--- config.mk ---
export PLATFORM = sky130hd
export DESIGN_NAME = mult_seq
export DESIGN_NICKNAME = d
export VERILOG_FILES = /design/src/rtl/mult_pkg.sv /design/src/rtl/mult_seq.sv
export SDC_FILE = /design/constraint.sdc
export NUM_CORES = 1
export LEC_CHECK = 0
export ABC_AREA = 1
export CAP_MARGIN = 10
export CORE_MARGIN = 2
export CORE_UTILIZATION = 60
export CTS_CLUSTER_SIZE = 10
export DETAILED_ROUTE_END_ITERATION = 12
export GPL_ROUTABILITY_DRIVEN = 0
export PLACE_DENSITY = 0.92
export SLEW_MARGIN = 25
export SYNTH_ARGS = -nofsm -noshare
export SYNTH_HDL_FRONTEND = slang
export SYNTH_SLANG_ARGS = --single-unit
--- constraint.sdc ---
create_clock -name clk -period 8.6 [get_ports clk]
set_input_delay 1.72 -clock clk [delete_from_list [all_inputs] [get_ports clk]]
set_output_delay 1.72 -clock clk [all_outputs]
set_load 0.005 [all_outputs]
--- src/rtl/mult_pkg.sv ---
// Shared definitions for the sequential arithmetic blocks: FSM state encoding
// and the iteration-counter width helper.
package mult_pkg;

    typedef enum logic [1:0] {
        IDLE = 2'd0,
        RUN  = 2'd1,
        FIX  = 2'd2
    } state_t;

    // Counter must be able to hold the value WIDTH itself.
    function automatic int ctr_width(input int width);
        return $clog2(width + 1);
    endfunction

endpackage

--- src/rtl/mult_seq.sv ---
// Sequential shift-add multiplier: one partial product per cycle on operand
// magnitudes, with the sign applied to the full 2*WIDTH result at the end.
module mult_seq
    import mult_pkg::*;
#(
    parameter int WIDTH = 32
) (
    input  logic             clk,
    input  logic             rst,
    input  logic             start,
    input  logic             is_signed,
    input  logic [WIDTH-1:0] a,
    input  logic [WIDTH-1:0] b,
    output logic             busy,
    output logic             done,
    output logic [WIDTH-1:0] hi,
    output logic [WIDTH-1:0] lo,
    output logic             zero
);

    localparam int            CW   = ctr_width(WIDTH);
    localparam logic [CW-1:0] LAST = CW'(WIDTH - 1);

    state_t               state_r;
    state_t               state_s;
    logic [CW-1:0]        count_r;
    logic [2*WIDTH-1:0]   prod_r;
    logic [WIDTH-1:0]     mcand_r;
    logic                 neg_r;
    logic [WIDTH-1:0]     hi_r;
    logic [WIDTH-1:0]     lo_r;
    logic                 zero_r;
    logic                 busy_r;
    logic                 done_r;
    logic [WIDTH:0]       sum_s;
    logic [2*WIDTH-1:0]   prod_step_s;
    logic [2*WIDTH-1:0]   result_s;

    // The most-negative value maps to 2^(WIDTH-1), which still fits unsigned.
    function automatic logic [WIDTH-1:0] magnitude(input logic [WIDTH-1:0] x,
                                                    input logic sgn);
        if (sgn && x[WIDTH-1]) begin
            return ~x + WIDTH'(1);
        end else begin
            return x;
        end
    endfunction

    assign busy = busy_r;
    assign done = done_r;
    assign hi   = hi_r;
    assign lo   = lo_r;
    assign zero = zero_r;

    // Next-state logic
    always_comb begin
        state_s = state_r;
        case (state_r)
            IDLE: begin
                if (start) begin
                    state_s = RUN;
                end else begin
                    state_s = IDLE;
                end
            end
            RUN: begin
                if (count_r == LAST) begin
                    state_s = FIX;
                end else begin
                    state_s = RUN;
                end
            end
            FIX:     state_s = IDLE;
            default: state_s = IDLE;
        endcase
    end

    // One shift-add step; the extra sum bit keeps the carry out of the upper half.
    always_comb begin
        sum_s = {1'b0, prod_r[2*WIDTH-1:WIDTH]};
        if (prod_r[0]) begin
            sum_s = {1'b0, prod_r[2*WIDTH-1:WIDTH]} + {1'b0, mcand_r};
        end else begin
            sum_s = {1'b0, prod_r[2*WIDTH-1:WIDTH]};
        end
        prod_step_s = {sum_s, prod_r[WIDTH-1:1]};
    end

    // Final sign correction across the whole double-width product
    always_comb begin
        result_s = prod_r;
        if (neg_r) begin
            result_s = ~prod_r + (2*WIDTH)'(1);
        end else begin
            result_s = prod_r;
        end
    end

    // State, datapath and registered outputs
    always_ff @(posedge clk or posedge rst) begin
        if (rst) begin
            state_r <= IDLE;
            count_r <= {CW{1'b0}};
            prod_r  <= {(2*WIDTH){1'b0}};
            mcand_r <= {WIDTH{1'b0}};
            neg_r   <= 1'b0;
            hi_r    <= {WIDTH{1'b0}};
            lo_r    <= {WIDTH{1'b0}};
            zero_r  <= 1'b0;
            busy_r  <= 1'b0;
            done_r  <= 1'b0;
        end else begin
            state_r <= state_s;
            busy_r  <= (state_s != IDLE);
            done_r  <= (state_r == FIX);
            case (state_r)
                IDLE: begin
                    if (start) begin
                        prod_r  <= {{WIDTH{1'b0}}, magnitude(b, is_signed)};
                        mcand_r <= magnitude(a, is_signed);
                        neg_r   <= is_signed & (a[WIDTH-1] ^ b[WIDTH-1]);
                        count_r <= {CW{1'b0}};
                    end
                end
                RUN: begin
                    prod_r  <= prod_step_s;
                    count_r <= count_r + CW'(1);
                end
                FIX: begin
                    hi_r   <= result_s[2*WIDTH-1:WIDTH];
                    lo_r   <= result_s[WIDTH-1:0];
                    zero_r <= (result_s == {(2*WIDTH){1'b0}});
                end
                default: begin
                    count_r <= {CW{1'b0}};
                end
            endcase
        end
    end

endmodule

Word level (Yosys, flattened, before mapping)
Cells that the tools add are included.
W data, S select, Z words.
- reductions and logical operators: 9
- muxes and demuxes: 11
- equal/unequal tests: 4
- $add $sub $neg: 5
- bitwise operators: 6
- operators with widths (operator ; count):
    $mux W64 ; 2
    $pmux W64 S2 ; 1
    $add A32 B1 Y32 const B ; 2
    $add A64 B1 Y64 const B ; 1
    $logic_not A64 Y1 ; 1
    $mux W32 ; 2
    $not A32 Y32 ; 2
    $not A64 Y64 ; 1
    $add A32 B32 Y33 ; 1
    $mux W33 ; 1
    $pmux W6 S3 ; 1
    $add A6 B1 Y6 const B ; 1
    $eq A6 B5 Y1 const B ; 1
    $mux W6 ; 1
    $reduce_and A2 Y1 ; 3
    $pmux W2 S2 ; 1
    $reduce_bool A2 Y1 ; 2
    $eq A2 B1 Y1 const B ; 1
    $eq A2 B2 Y1 const B ; 1
    $logic_and A1 B1 Y1 ; 2
    $logic_not A2 Y1 ; 1
    $mux W2 ; 1
    $ne A2 B2 Y1 const B ; 1
    $and A1 B1 Y1 ; 1
    3 further kinds ; 3
- output and inout port bits: 67
- input bits: 68
- register bits after elaboration: 172

Longest topological paths before layout
Gate-level depths: netlist of run 1.
- word-level depth: 5
- depth in mapped cells: 19
- gate-level depth less buffers: 18

Worst setup path before layout of run 1
No wires, ideal clock.
- path type: input-to-reg
- start point: input a[0]
- end point: register mcand_r[18]
- path buffers: 0
- slack: 5392 ps
- data required time: 8505 ps
- stages on the path: 11
- setup time: 95 ps
- arrival time: 3113 ps
- cells stage by stage: inv_1 ha_1 nand3_1 inv_1 nand2_1 nor2_1 nand3_1 nor3_1 nand3_1 and3_1 o31ai_1
- word-level cells in the longest chain between the ends: 3
- RTL lines (element ; RTL line ; text):
    start: declaration ; mult_seq.sv:12 ; input logic [WIDTH-1:0] a,
    $not A32 Y32 ; mult_seq.sv:43 ; return ~x + WIDTH'(1);
    $add A32 B1 Y32 ; mult_seq.sv:43 ;
    $mux W32 ; mult_seq.sv:42 ; if (sgn && x[WIDTH-1]) begin
    end signal: assignment ; mult_seq.sv:105 ; mcand_r <= {WIDTH{1'b0}};
    end signal: assignment ; mult_seq.sv:120 ; mcand_r <= magnitude(a, is_signed);
    end: declaration ; mult_seq.sv:28 ; logic [WIDTH-1:0] mcand_r;
Every way passes these cells.
A chain may end at the register's enable or synchronous reset.

Worst setup path in the final report of run 1
- start point: input start
- end point: register prod_r[21]
- word-level cells in the longest chain between the ends: 2
- RTL lines (element ; RTL line ; text):
    start: declaration ; mult_seq.sv:10 ; input logic start,
    $ne A2 B2 Y1 (no line) ; - ;
    $reduce_and A2 Y1 (no line) ; - ;
    end signal: assignment ; mult_seq.sv:104 ; prod_r <= {(2*WIDTH){1'b0}};
    end signal: assignment ; mult_seq.sv:119 ; prod_r <= {{WIDTH{1'b0}}, magnitude(b, is_signed)};
    end signal: assignment ; mult_seq.sv:126 ; prod_r <= prod_step_s;
    end: declaration ; mult_seq.sv:27 ; logic [2*WIDTH-1:0] prod_r;
Every way passes these cells.

==> key figures, run 1 <==
Worst setup path
  – Reg-to-reg startpoint: neg_r
  – Critical Path Start: start
  – Category of the worst setup path capture point: flip-flop
  – Worst Path Max Fanout: 34
  – Crit Path Class: primary input to flip-flop
  – CP Data Required Time: a little under 9 ns
  – CP max stage cell: sky130_fd_sc_hd__nor2_1
  – Cell-by-cell listing of the critical path: clkdlybuf4s50_1 -> nand2_1 -> nor2_1 -> nor2_2 -> buf_4 -> inv_1 -> o221ai_1
  – Depth of the worst register-to-register path: 13
  – Max stage delay on crit path: roughly 0.75 ns
  – Kind of start point of the critical path: primary input
  – CP arrival: between 4 and 5 ns

Clocking
  – Hold buffer count at CTS: 0
  – CTS H-tree depth: 4
  – Num CTS Buffers: 17
  – Clock Sinks: ~170
  – Maximum buffer depth of the clock tree: 2
  – Reg clk slew, reported paths: ~0.070 ns
  – Number of instances resized during post-cts repair: 0
  – Clk_lat worst skew: approximately 0.45 ns
  – TritonCTS clock tree: done
  – Buffers inserted by post-CTS timing repair: 0
  – CTS Root Cell: sky130_fd_sc_hd__clkbuf_16

Yosys
  – Cells after synthesis: between 1500 and 2000
  – Post-Synth XOR/XNOR Area: under 10%
  – Number of warning messages in the yosys log: 0
  – Post-synthesis area per instance: between 6 and 7 µm²
  – Share of synthesized area spent on multiplexers: 0%
  – Most repeated cell in the gate-level netlist after synthesis: sky130_fd_sc_hd__nand2_1
  – Complex-gate fraction of the synthesized area: 17.9%
  – Cell type with the largest total area after synthesis: sky130_fd_sc_hd__dfrtp_1
  – Async S/R FF share, synth: 100%
  – Share of Yosys cell area claimed by the top area cell type: between 30% and 40%
  – Number of enable-type register cells in the synthesized netlist: 0
  – Netlist area before placement: between 10000 and 15000 µm²
  – Sequential cell area fraction in the yosys report: roughly a third
  – Dominant combinational cell family by area after synthesis: simple AND/OR/NAND/NOR gates
  – Register bit count reported by yosys: 172
  – Most area-consuming cells after synthesis: sky130_fd_sc_hd__dfrtp_1, sky130_fd_sc_hd__nand2_1, sky130_fd_sc_hd__nor2_1, sky130_fd_sc_hd__o21ai_0, sky130_fd_sc_hd__inv_1
  – Adder-Cell Fraction of Synth Area: between 3 and 4%
  – Share of synthesized cell area in and, or, nand and nor gates: 32.7%
  – Post-synthesis cell type count: 47
  – Top cell types by occurrence after synthesis: sky130_fd_sc_hd__nand2_1, sky130_fd_sc_hd__nor2_1, sky130_fd_sc_hd__inv_1
  – Top_reg_cell synth: sky130_fd_sc_hd__dfrtp_1
  – Nets in the synthesized netlist: 2035

Floorplanning
  – Die Ht: about 150 µm
  – I/O pin cnt: 135
  – Core Footprint: approximately 21000 µm²
  – Die Area: 22400 µm²
  – Initial Util: between 60% and 70%
  – Row count: 53
  – Die outline width: 150 µm

Timing
  – Final min period: approximately 4 ns
  – Total Negative Setup Slacks: 0 ns
  – Setup violators final: 0
  – Maximum clock frequency: 0.249 GHz
  – Final count of hold timing violations: 0
  – Share of the clock period used by the worst path after layout: a little under half
  – Worst slew margin relative to its limit: around 32%
  – Worst Tran Pin Value: 1.02 ns
  – Pins over their slew limit: 0
  – RSZ-0062 raised after global routing: no
  – Clk_skew: about 0.010 ns

Pwr
  – Switching power: roughly 0.0030 W
  – Comb pwr share: 57.6%
  – Worst IR Drop VDD: 0.000228 V
  – Leak pwr: 7.01 nW
  – Total power density per cell area: between 300 and 400 nW/µm²
  – Clock share of power: ~15%
  – Internal power: ~0.0027 W
  – Switching part of the total: roughly half
  – Share of power burned in registers: around 28%

Routing
  – 1st-pass router iterations: 7
  – Post-route antenna net violation count: 0
  – Post-DR vias/cell: 6.06
  – Wire length after detailed routing: between 30000 and 40000 µm
  – Detailed router's first-iteration violation count: a little over 2000
  – Wirelength per Cell: approximately 17 µm
  – Via Count: around 14000
  – Number of remaining DRC errors: 0

Cells and area
  – Net count of the finished layout: ~2100
  – Post-layout util: approximately 70%
  – Inserted Diodes: 0
  – Fraction of layout cells with a size suffix above 1: 4.50%
  – Area delta synth->final: 16.9%

Hold path
  – Worst hold path class: flip-flop to flip-flop
  – Hold Startpoint: hi[31]
  – Cell depth of the worst min-delay path: 2

Global routing
  – Vias in the first global route: approximately 13000
  – Initial antenna violation count: 0
  – GRT Total Usage: 35.6%
  – Largest net degree at the start of global routing: approximately 110
  – Global route overflow: 0
  – First-pass GRT wire length: around 63000 µm

Place
  – Detailed placer's ending HPWL: around 30000 µm
  – Count of port buffers added during placement: 134

Run
  – Total of max-cap violations: 0

Outcome
  – Status: finished clean
==> placed cells by master (no fill, tap or decap), types with 19 or more instances in the layout <==
cell,n
sky130_fd_sc_hd__a22oi_1,27
sky130_fd_sc_hd__inv_1,189
sky130_fd_sc_hd__clkdlybuf4s50_1,134
sky130_fd_sc_hd__nand2_1,520
sky130_fd_sc_hd__o22ai_1,19
sky130_fd_sc_hd__o21ai_0,180
sky130_fd_sc_hd__a31oi_1,44
sky130_fd_sc_hd__nor2_1,301
sky130_fd_sc_hd__a21oi_1,91
sky130_fd_sc_hd__ha_1,36
sky130_fd_sc_hd__dfrtp_1,171
sky130_fd_sc_hd__xor2_1,49
sky130_fd_sc_hd__nand3_1,106
==> logic make-up (layout without fill, tap and decap cells) <==
| group | after synthesis | after routing |
|---|---|---|
| xor+xnor | 59 | 59 |
| flops | 172 | 172 |
| simple gates | 1004 | 1004 |
| compound gates | 400 | 400 |
| fa+ha+maj | 37 | 37 |
| buf+inv | 258 | 373 |
==> worst max-delay path: cells and delay by family <==
family          cells  cell delay, ns
buf+inv             3            1.47
compound gates      1            0.22
simple gates        3            0.88
==> metal layers <==
layer | track usage (%) | vias up | part of all wire [%]
met5 | 0 | - | 0
met4 | 15.8 | 0 | 4.4
met3 | 7.23 | 166 | 13
met2 | 54.8 | 1066 | 44
met1 | 48.8 | 6282 | 39
li1 | - | 6549 | -
==> registers in the layout, indices dropped and copies added (netlist names) <==
signal and cells:
prod_r 64, hi 32, lo 32, mcand_r 32, count_r 6, state_r 2, busy 1, done 1
neg_r 1, zero 1
==> power by group through the flow <==
stage / clock [W] / combinational, W / sequential, W
floorplan: 0 / 0.00231 / 0.00139
detailed placement: 0 / 0.00310 / 0.00155
CTS: 0.000839 / 0.00316 / 0.00154
global placement: 0 / 0.00298 / 0.00153
global route: 0.000879 / 0.00364 / 0.00159
finish: 0.000842 / 0.00328 / 0.00158
==> per-stage QoR <==
stage	instances	hold WS, ns	total power (W)	instance area, µm²	worst slack (ns)
finish	2320	0.484	0.00570	14900	4.58
global route	2320	0.491	0.00612	14900	4.30
CTS	2320	0.473	0.00554	14900	4.59
detailed placement	2288	0.468	0.00465	14200	4.12
global placement	2288	0.447	0.00451	14200	4.28
floorplan	1930	0.430	0.00370	12700	2.22
==> final cells by class <==
| type | instances | area, µm² |
|---|---|---|
| Fill cell | 1698 | 6030 |
| Sequential cell | 172 | 4310 |
| Timing Repair Buffer | 141 | 1390 |
| Inverter | 200 | 761 |
| Tap cell | 275 | 344 |
| Clock inverter | 13 | 179 |
| Clock buffer | 19 | 453 |
| Multi-Input combinational cell | 1500 | 7420 |
==> final timing paths <==
kind | to | slack [ns]
setup / recovery | prod_r[21] | 4.58
hold / removal | hi[31] | 0.48
setup reg to reg | zero | 5.32
hold reg to reg | hi[31] | 0.48
max in group asynchronous | hi[27] | 5.58
min in group asynchronous | lo[6] | 1.79
Power figures use the tool's default switching activity.
==> inputs of run 2 (changes only) <==
CORE_UTILIZATION = 58   (was 60)
PLACE_DENSITY = 0.89   (was 0.92)
clock period = 4.1 ns   (was 8.6 ns; I/O delays follow)
==> run 2 against run 1 <==
Effect of this change:
- global-route usage fell by 2.9 points
- cell count rose by 0.47%
- routed wire length fell by 2.6%
- critical path depth rose by 8
- critical endpoint is now prod_r[55]
- largest cell class unchanged
- highest routed layer unchanged
==> key figures, run 2 (synthesis gave the netlist of run 1 again) <==
Outcome
  – Status: finished clean

Place
  – Cell count after placement: 2299 (+0.48%)
  – Count of port buffers added during placement: 134 (unchanged)
  – Detailed placer's ending HPWL: 29500 µm (+0.93%)

Floorplanning
  – Core Footprint: 21700 µm² (+3.8%)
  – Initial Util: 58.6% (-2.2 points)
  – Die Area: 23100 µm² (+3.4%)
  – Die Ht: 152 µm (+1.7%)
  – I/O pin cnt: 135 (unchanged)
  – Row count: 54 (+1.9%)
  – Die outline width: 152 µm (+1.7%)

Worst setup path
  – Kind of start point of the critical path: flip-flop
  – CP arrival: 3.23 ns (-1.07 ns)
  – Worst Path Max Fanout: 5 (-85%)
  – Critical Path Start: prod_r[32]
  – Cell-by-cell listing of the critical path: ha_1 -> inv_1 -> fa_1 -> inv_1 -> nand2_1 -> o21ai_1 -> a21oi_1 -> o21ai_0 -> nand2_1 -> nand2_1 -> nand2_1 -> nand3_1 -> nand3_1 -> nand2_1 -> o21ai_0
  – Max stage delay on crit path: 0.52 ns (-0.23 ns)
  – Reg-to-reg startpoint: prod_r[32]
  – CP Data Required Time: 4.42 ns (-4.46 ns)
  – Depth of the worst register-to-register path: 15 (+2)
  – Category of the worst setup path capture point: flip-flop
  – Critical R2R Capture: prod_r[55]
  – CP max stage cell: sky130_fd_sc_hd__dfrtp_1
  – Capture point of the critical path: prod_r[55]
  – Dominant cell type by count on the critical path: sky130_fd_sc_hd__nand2_1
  – Minimum setup slack among reg-to-reg paths: 1.19 ns (-4.13 ns)
  – Crit Path Class: flip-flop to flip-flop

Cells and area
  – Post-layout util: 68.7% (-2.5 points)
  – Most common library cell in the layout ignoring fill and taps: sky130_fd_sc_hd__nand2_1
  – Area delta synth->final: 17.2%
  – Inserted Diodes: 0 (unchanged)
  – Most used cells in the layout excluding fill and tap cells: sky130_fd_sc_hd__nand2_1, sky130_fd_sc_hd__nor2_1, sky130_fd_sc_hd__inv_1, sky130_fd_sc_hd__o21ai_0, sky130_fd_sc_hd__dfrtp_1
  – Fraction of layout cells with a size suffix above 1: 4.78% (+0.28 points)
  – Final non-filler cell total: 2331 (+0.47%)
  – Biggest register: prod_r
  – Number of flip-flops in the largest register: 64 (unchanged)
  – Net count of the finished layout: 2143 (+0.28%)

Global routing
  – Global route overflow: 0 (unchanged)
  – First-pass GRT wire length: 62000 µm (-1.8%)
  – Vias in the first global route: 12723 (-0.69%)
  – GRT Total Usage: 32.7% (-2.9 points)
  – Largest net degree at the start of global routing: 93 (-15%)
  – Initial antenna violation count: 0 (unchanged)

Routing
  – Post-DR vias/cell: 5.92 (-2.4%)
  – Number of remaining DRC errors: 0 (unchanged)
  – Wire length after detailed routing: 38100 µm (-2.6%)
  – Wirelength per Cell: 16.4 µm (-3.1%)
  – Via Count: 13795 (-1.9%)
  – Detailed router's first-iteration violation count: 2047 (+0.69%)
  – 1st-pass router iterations: 8 (+1)
  – Post-route antenna net violation count: 0 (unchanged)

Timing
  – Final count of hold timing violations: 0 (unchanged)
  – Worst Tran Pin Value: 0.687 ns (-0.329 ns)
  – Final min period: 2.91 ns
  – RSZ-0062 raised after global routing: no
  – Total Negative Setup Slacks: 0 ns (unchanged)
  – Clk_skew: 0.00872 ns (-0.00149 ns)
  – Pins over their slew limit: 0 (unchanged)
  – Share of the clock period used by the worst path after layout: ~70%
  – Setup violators final: 0 (unchanged)
  – Maximum clock frequency: ~0.34 GHz
  – Worst slew margin relative to its limit: 53.9% (+22 points)

Pwr
  – Leak pwr: 7.02 nW (+0.21%)
  – Worst IR Drop VDD: 0.000409 V (+79%)
  – Total power density per cell area: 793 nW/µm² (+110%)
  – Overall power consumption: 0.0118 W (+110%)

Clocking
  – Hold buffer count at CTS: 0 (unchanged)
  – Maximum buffer depth of the clock tree: 2 (unchanged)
  – Clock Sinks: 172 (unchanged)
  – Num CTS Buffers: 17 (unchanged)
  – Reg clk slew, reported paths: 0.08 ns (about the same)
  – Clk_lat worst skew: 0.45 ns (about the same)
  – CTS H-tree depth: 4 (unchanged)
  – CTS Root Cell: sky130_fd_sc_hd__clkbuf_16
  – TritonCTS clock tree: done
  – Number of instances resized during post-cts repair: 0 (unchanged)
  – Buffers inserted by post-CTS timing repair: 0 (unchanged)

Run
  – Total of max-cap violations: 0 (unchanged)

Hold path
  – Worst hold path class: flip-flop to flip-flop
## run 2: how the worst min path moves through the flow
stage                     startpoint          to  slack [ns]  cells after the start
after floorplan           count_r[5]  state_r[1]        0.43                      1
after CTS                 count_r[5]  state_r[1]        0.48                      1
after global placement    count_r[5]  state_r[1]        0.45                      1
after detailed placement  count_r[5]  state_r[1]        0.47                      1
final                     count_r[5]  state_r[1]        0.48                      1
after global routing      count_r[5]  state_r[1]        0.51                      1
## run 2: final cells by class
cell class | instances | area (µm²)
Multi-Input combinational cell | 1500 | 7420
Fill cell | 1770 | 6790
Sequential cell | 172 | 4310
Timing Repair Buffer | 147 | 1460
Inverter | 200 | 754
Clock buffer | 17 | 425
Tap cell | 280 | 350
Clock inverter | 15 | 171
## run 2: per-stage QoR
stage	hold WS [ns]	instance area [µm²]	worst slack, ns
after floorplan	0.430	12700	1.08
after global placement	0.448	14300	1.11
after detailed placement	0.467	14300	1.07
after CTS	0.477	14900	1.28
after global routing	0.513	14900	0.947
final	0.479	14900	1.19
## run 2: metal layers
layer / vias to the layer above / global-route usage, % / routed length (µm)
met5: - / 0 / 0
met4: 0 / 13.8 / 1480
met3: 155 / 6.36 / 4680
met2: 908 / 49.9 / 16300
met1: 6163 / 45.7 / 15700
li1: 6569 / - / -
## run 2: critical path: cells and delay by family, from the launching register on
family                     cells  cell delay, ns
adders and majority gates      2            0.62
and+or+nand+nor                7            0.66
DFF                            1            0.52
buffers and inverters          2            0.16
AOI/OAI and AO/OA              4            0.83
## run 2: where the power goes
part / total [W] / internal [W] / switching, W / leakage (nW)
Combinational: 0.00685 / 0.00240 / 0.00445 / 4.53
Sequential: 0.00330 / 0.00236 / 0.000939 / 2.19
Clock: 0.00166 / 0.000873 / 0.000791 / 0.297
==> inputs of run 3 (changes only) <==
clock period = 2.7 ns   (was 4.1 ns; I/O delays follow)
==> run 3 against run 2 <==
Effect of this change:
- final area up 1.0%
- count of clock-buffer cells in the layout unchanged
- critical path depth down 5
- utilization up 0.71 points
- register-to-register slack worse by 1.0 ns
- clock skew up 0.0020 ns
- worst hold slack worse by 0.029 ns
- combinational power up 56%
- sequential share of layout area down 0.30 points
- highest routed layer unchanged
==> key figures, run 3 (synthesis gave the netlist of run 1 again) <==
Outcome
  – Status: finished clean

Floorplanning
  – Die outline width: 152 µm (unchanged)
  – Die Ht: 152 µm (unchanged)
  – I/O pin cnt: 135 (unchanged)
  – Core Footprint: 21700 µm² (unchanged)
  – Row count: 54 (unchanged)
  – Initial Util: 58.6% (unchanged)
  – Die Area: 23100 µm² (unchanged)

Timing
  – Minimum hold slack: 0.449 ns (-0.0293 ns)
  – Clk_skew: 0.0108 ns (+0.00204 ns)
  – Final min period: 2.55 ns (-0.360 ns)
  – Worst Tran Pin Value: 0.758 ns (+0.0706 ns)
  – Maximum clock frequency: 0.391 GHz (+14%)
  – Pins over their slew limit: 0 (unchanged)
  – Worst slew margin relative to its limit: 49.5% (-4.4 points)
  – Share of the clock period used by the worst path after layout: 94.6% (+24 points)
  – Final count of hold timing violations: 0 (unchanged)
  – Setup violators final: 0 (unchanged)
  – Total Negative Setup Slacks: 0 ns (unchanged)
  – RSZ-0062 raised after global routing: no

Worst setup path
  – CP arrival: 2.89 ns (-0.34 ns)
  – Reg-to-reg startpoint: prod_r[50]
  – CP Data Required Time: 3.04 ns (-1.38 ns)
  – Kind of start point of the critical path: flip-flop
  – Depth of the worst register-to-register path: 10 (-5)
  – Worst Path Max Fanout: 5 (unchanged)
  – Category of the worst setup path capture point: flip-flop
  – Crit Path Class: flip-flop to flip-flop
  – Critical Path Start: prod_r[50]

Routing
  – Wire length after detailed routing: 38800 µm (+1.9%)
  – Number of remaining DRC errors: 0 (unchanged)
  – Post-route antenna net violation count: 0 (unchanged)
  – 1st-pass router iterations: 9 (+1)
  – Post-DR vias/cell: 5.92 (about the same)
  – Detailed router's first-iteration violation count: 1849 (-9.7%)
  – Wirelength per Cell: 16.5 µm (+1.0%)
  – Via Count: 13918 (+0.89%)

Global routing
  – First-pass GRT wire length: 63500 µm (+2.4%)
  – Largest net degree at the start of global routing: 81 (-13%)
  – Initial antenna violation count: 0 (unchanged)
  – GRT Total Usage: 33.4% (+0.76 points)
  – Vias in the first global route: 12775 (+0.41%)
  – Global route overflow: 0 (unchanged)

Place
  – Count of port buffers added during placement: 134 (unchanged)
  – Detailed placer's ending HPWL: 30300 µm (+2.8%)

Clocking
  – Clk_lat worst skew: 0.45 ns (about the same)
  – TritonCTS clock tree: done
  – Num CTS Buffers: 17 (unchanged)
  – Clock Sinks: 172 (unchanged)
  – Maximum buffer depth of the clock tree: 2 (unchanged)
  – CTS Root Cell: sky130_fd_sc_hd__clkbuf_16
  – CTS H-tree depth: 4 (unchanged)
  – Hold buffer count at CTS: 0 (unchanged)
  – Reg clk slew, reported paths: 0.07 ns (about the same)

Cells and area
  – Net count of the finished layout: 2162 (+0.89%)
  – Most common library cell in the layout ignoring fill and taps: sky130_fd_sc_hd__nand2_1
  – Most used cells in the layout excluding fill and tap cells: sky130_fd_sc_hd__nand2_1, sky130_fd_sc_hd__nor2_1, sky130_fd_sc_hd__inv_1, sky130_fd_sc_hd__o21ai_0, sky130_fd_sc_hd__dfrtp_1
  – Number of flip-flops in the largest register: 64 (unchanged)
  – Biggest register: prod_r
  – Post-layout util: 69.4% (+0.71 points)
  – Inserted Diodes: 0 (unchanged)
  – Area delta synth->final: 18.4%
  – Fraction of layout cells with a size suffix above 1: 5.94% (+1.2 points)
  – Filler Cell Count: 1788 (+1.0%)

Pwr
  – Worst IR Drop VDD: 0.000520 V (+27%)
  – Internal power: 0.00863 W (+53%)
  – Switching part of the total: 52.3% (about the same)
  – Share of power burned in registers: 27.6% (-0.3 points)
  – Overall power consumption: 0.0181 W (+53%)
  – Total power density per cell area: 1200 nW/µm² (+51%)
  – Clock share of power: 13.2% (-0.9 points)
  – Comb pwr share: 59.2% (+1.2 points)
  – Leak pwr: 7.10 nW (+1.1%)
  – Switching power: 0.00945 W (+53%)

Hold path
  – Worst hold path class: primary input to asynchronous set/reset pin

Run
  – Total of max-cap violations: 0 (unchanged)
-- run 3: changes by cell type in the layout (fill, tap and decap cells not counted), moves of 3 or more --
| cell | delta |
|---|---|
| sky130_fd_sc_hd__o21ai_1 | +3 |
| sky130_fd_sc_hd__o21ai_0 | -5 |
| sky130_fd_sc_hd__a21oi_2 | +3 |
| sky130_fd_sc_hd__clkinvlp_4 | +3 |
| sky130_fd_sc_hd__a21oi_1 | -3 |
| sky130_fd_sc_hd__buf_4 | +17 |
-- run 3: final timing paths --
kind                         endpoint  slack [ns]
setup / recovery           prod_r[58]        0.15
hold / removal                  lo[6]        0.45
setup reg to reg           prod_r[58]        0.15
hold reg to reg                 lo[1]        0.48
max in group asynchronous       neg_r        1.55
min in group clk                lo[1]        0.48
-- run 3: area by class of cell --
cell class	count	area, µm²	area share (%)
Clock inverter	15	134	0.890
Timing Repair Buffer	166	1630	10.8
Sequential cell	172	4310	28.6
Inverter	200	754	5.01
Clock buffer	17	425	2.83
Multi-Input combinational cell	1500	7450	49.5
Tap cell	280	350	2.33
-- run 3: critical path, cell delays in order, from the launching register on --
cell	delay (ns)
sky130_fd_sc_hd__dfrtp_1	0.48
sky130_fd_sc_hd__ha_1	0.41
sky130_fd_sc_hd__nand2_1	0.11
sky130_fd_sc_hd__nor2_1	0.23
sky130_fd_sc_hd__nand2_1	0.13
sky130_fd_sc_hd__nor3b_1	0.40
sky130_fd_sc_hd__o21ai_0	0.23
sky130_fd_sc_hd__nand3_1	0.11
sky130_fd_sc_hd__nand2_1	0.05
sky130_fd_sc_hd__o21ai_0	0.20
sky130_fd_sc_hd__nand2_1	0.07
-- run 3: timing repair --
| action | in CTS | in global routing |
|---|---|---|
| gates resized for setup | 0 | 12 |
| endpoints found under the setup margin | 0 | 12 |
| buffers inserted | 0 | 2 |
-- run 3: stage by stage --
step	area [µm²]	cells	setup slack [ns]
after floorplan	12700	1930	-0.0367
after global placement	14500	2316	0.0747
after detailed placement	14500	2316	-0.115
after CTS	15000	2348	0.0322
after global routing	15000	2350	0.00898
final	15000	2350	0.146
-- run 3: power groups by stage --
stage | Combinational [W] | Clock, W | Sequential, W
floorplan | 0.00737 | 0 | 0.00442
global placement | 0.00974 | 0 | 0.00485
detailed placement | 0.0101 | 0 | 0.00491
CTS | 0.0102 | 0.00238 | 0.00487
global route | 0.0119 | 0.00251 | 0.00506
finish | 0.0107 | 0.00238 | 0.00499
-- run 3: metal layers --
layer	vias up	GRT usage, %	routed length, µm
li1	6598	-	-
met1	6276	47.0	15800
met2	914	51.3	17000
met3	130	6.73	4710
met4	0	12.9	1350
met5	-	0	0
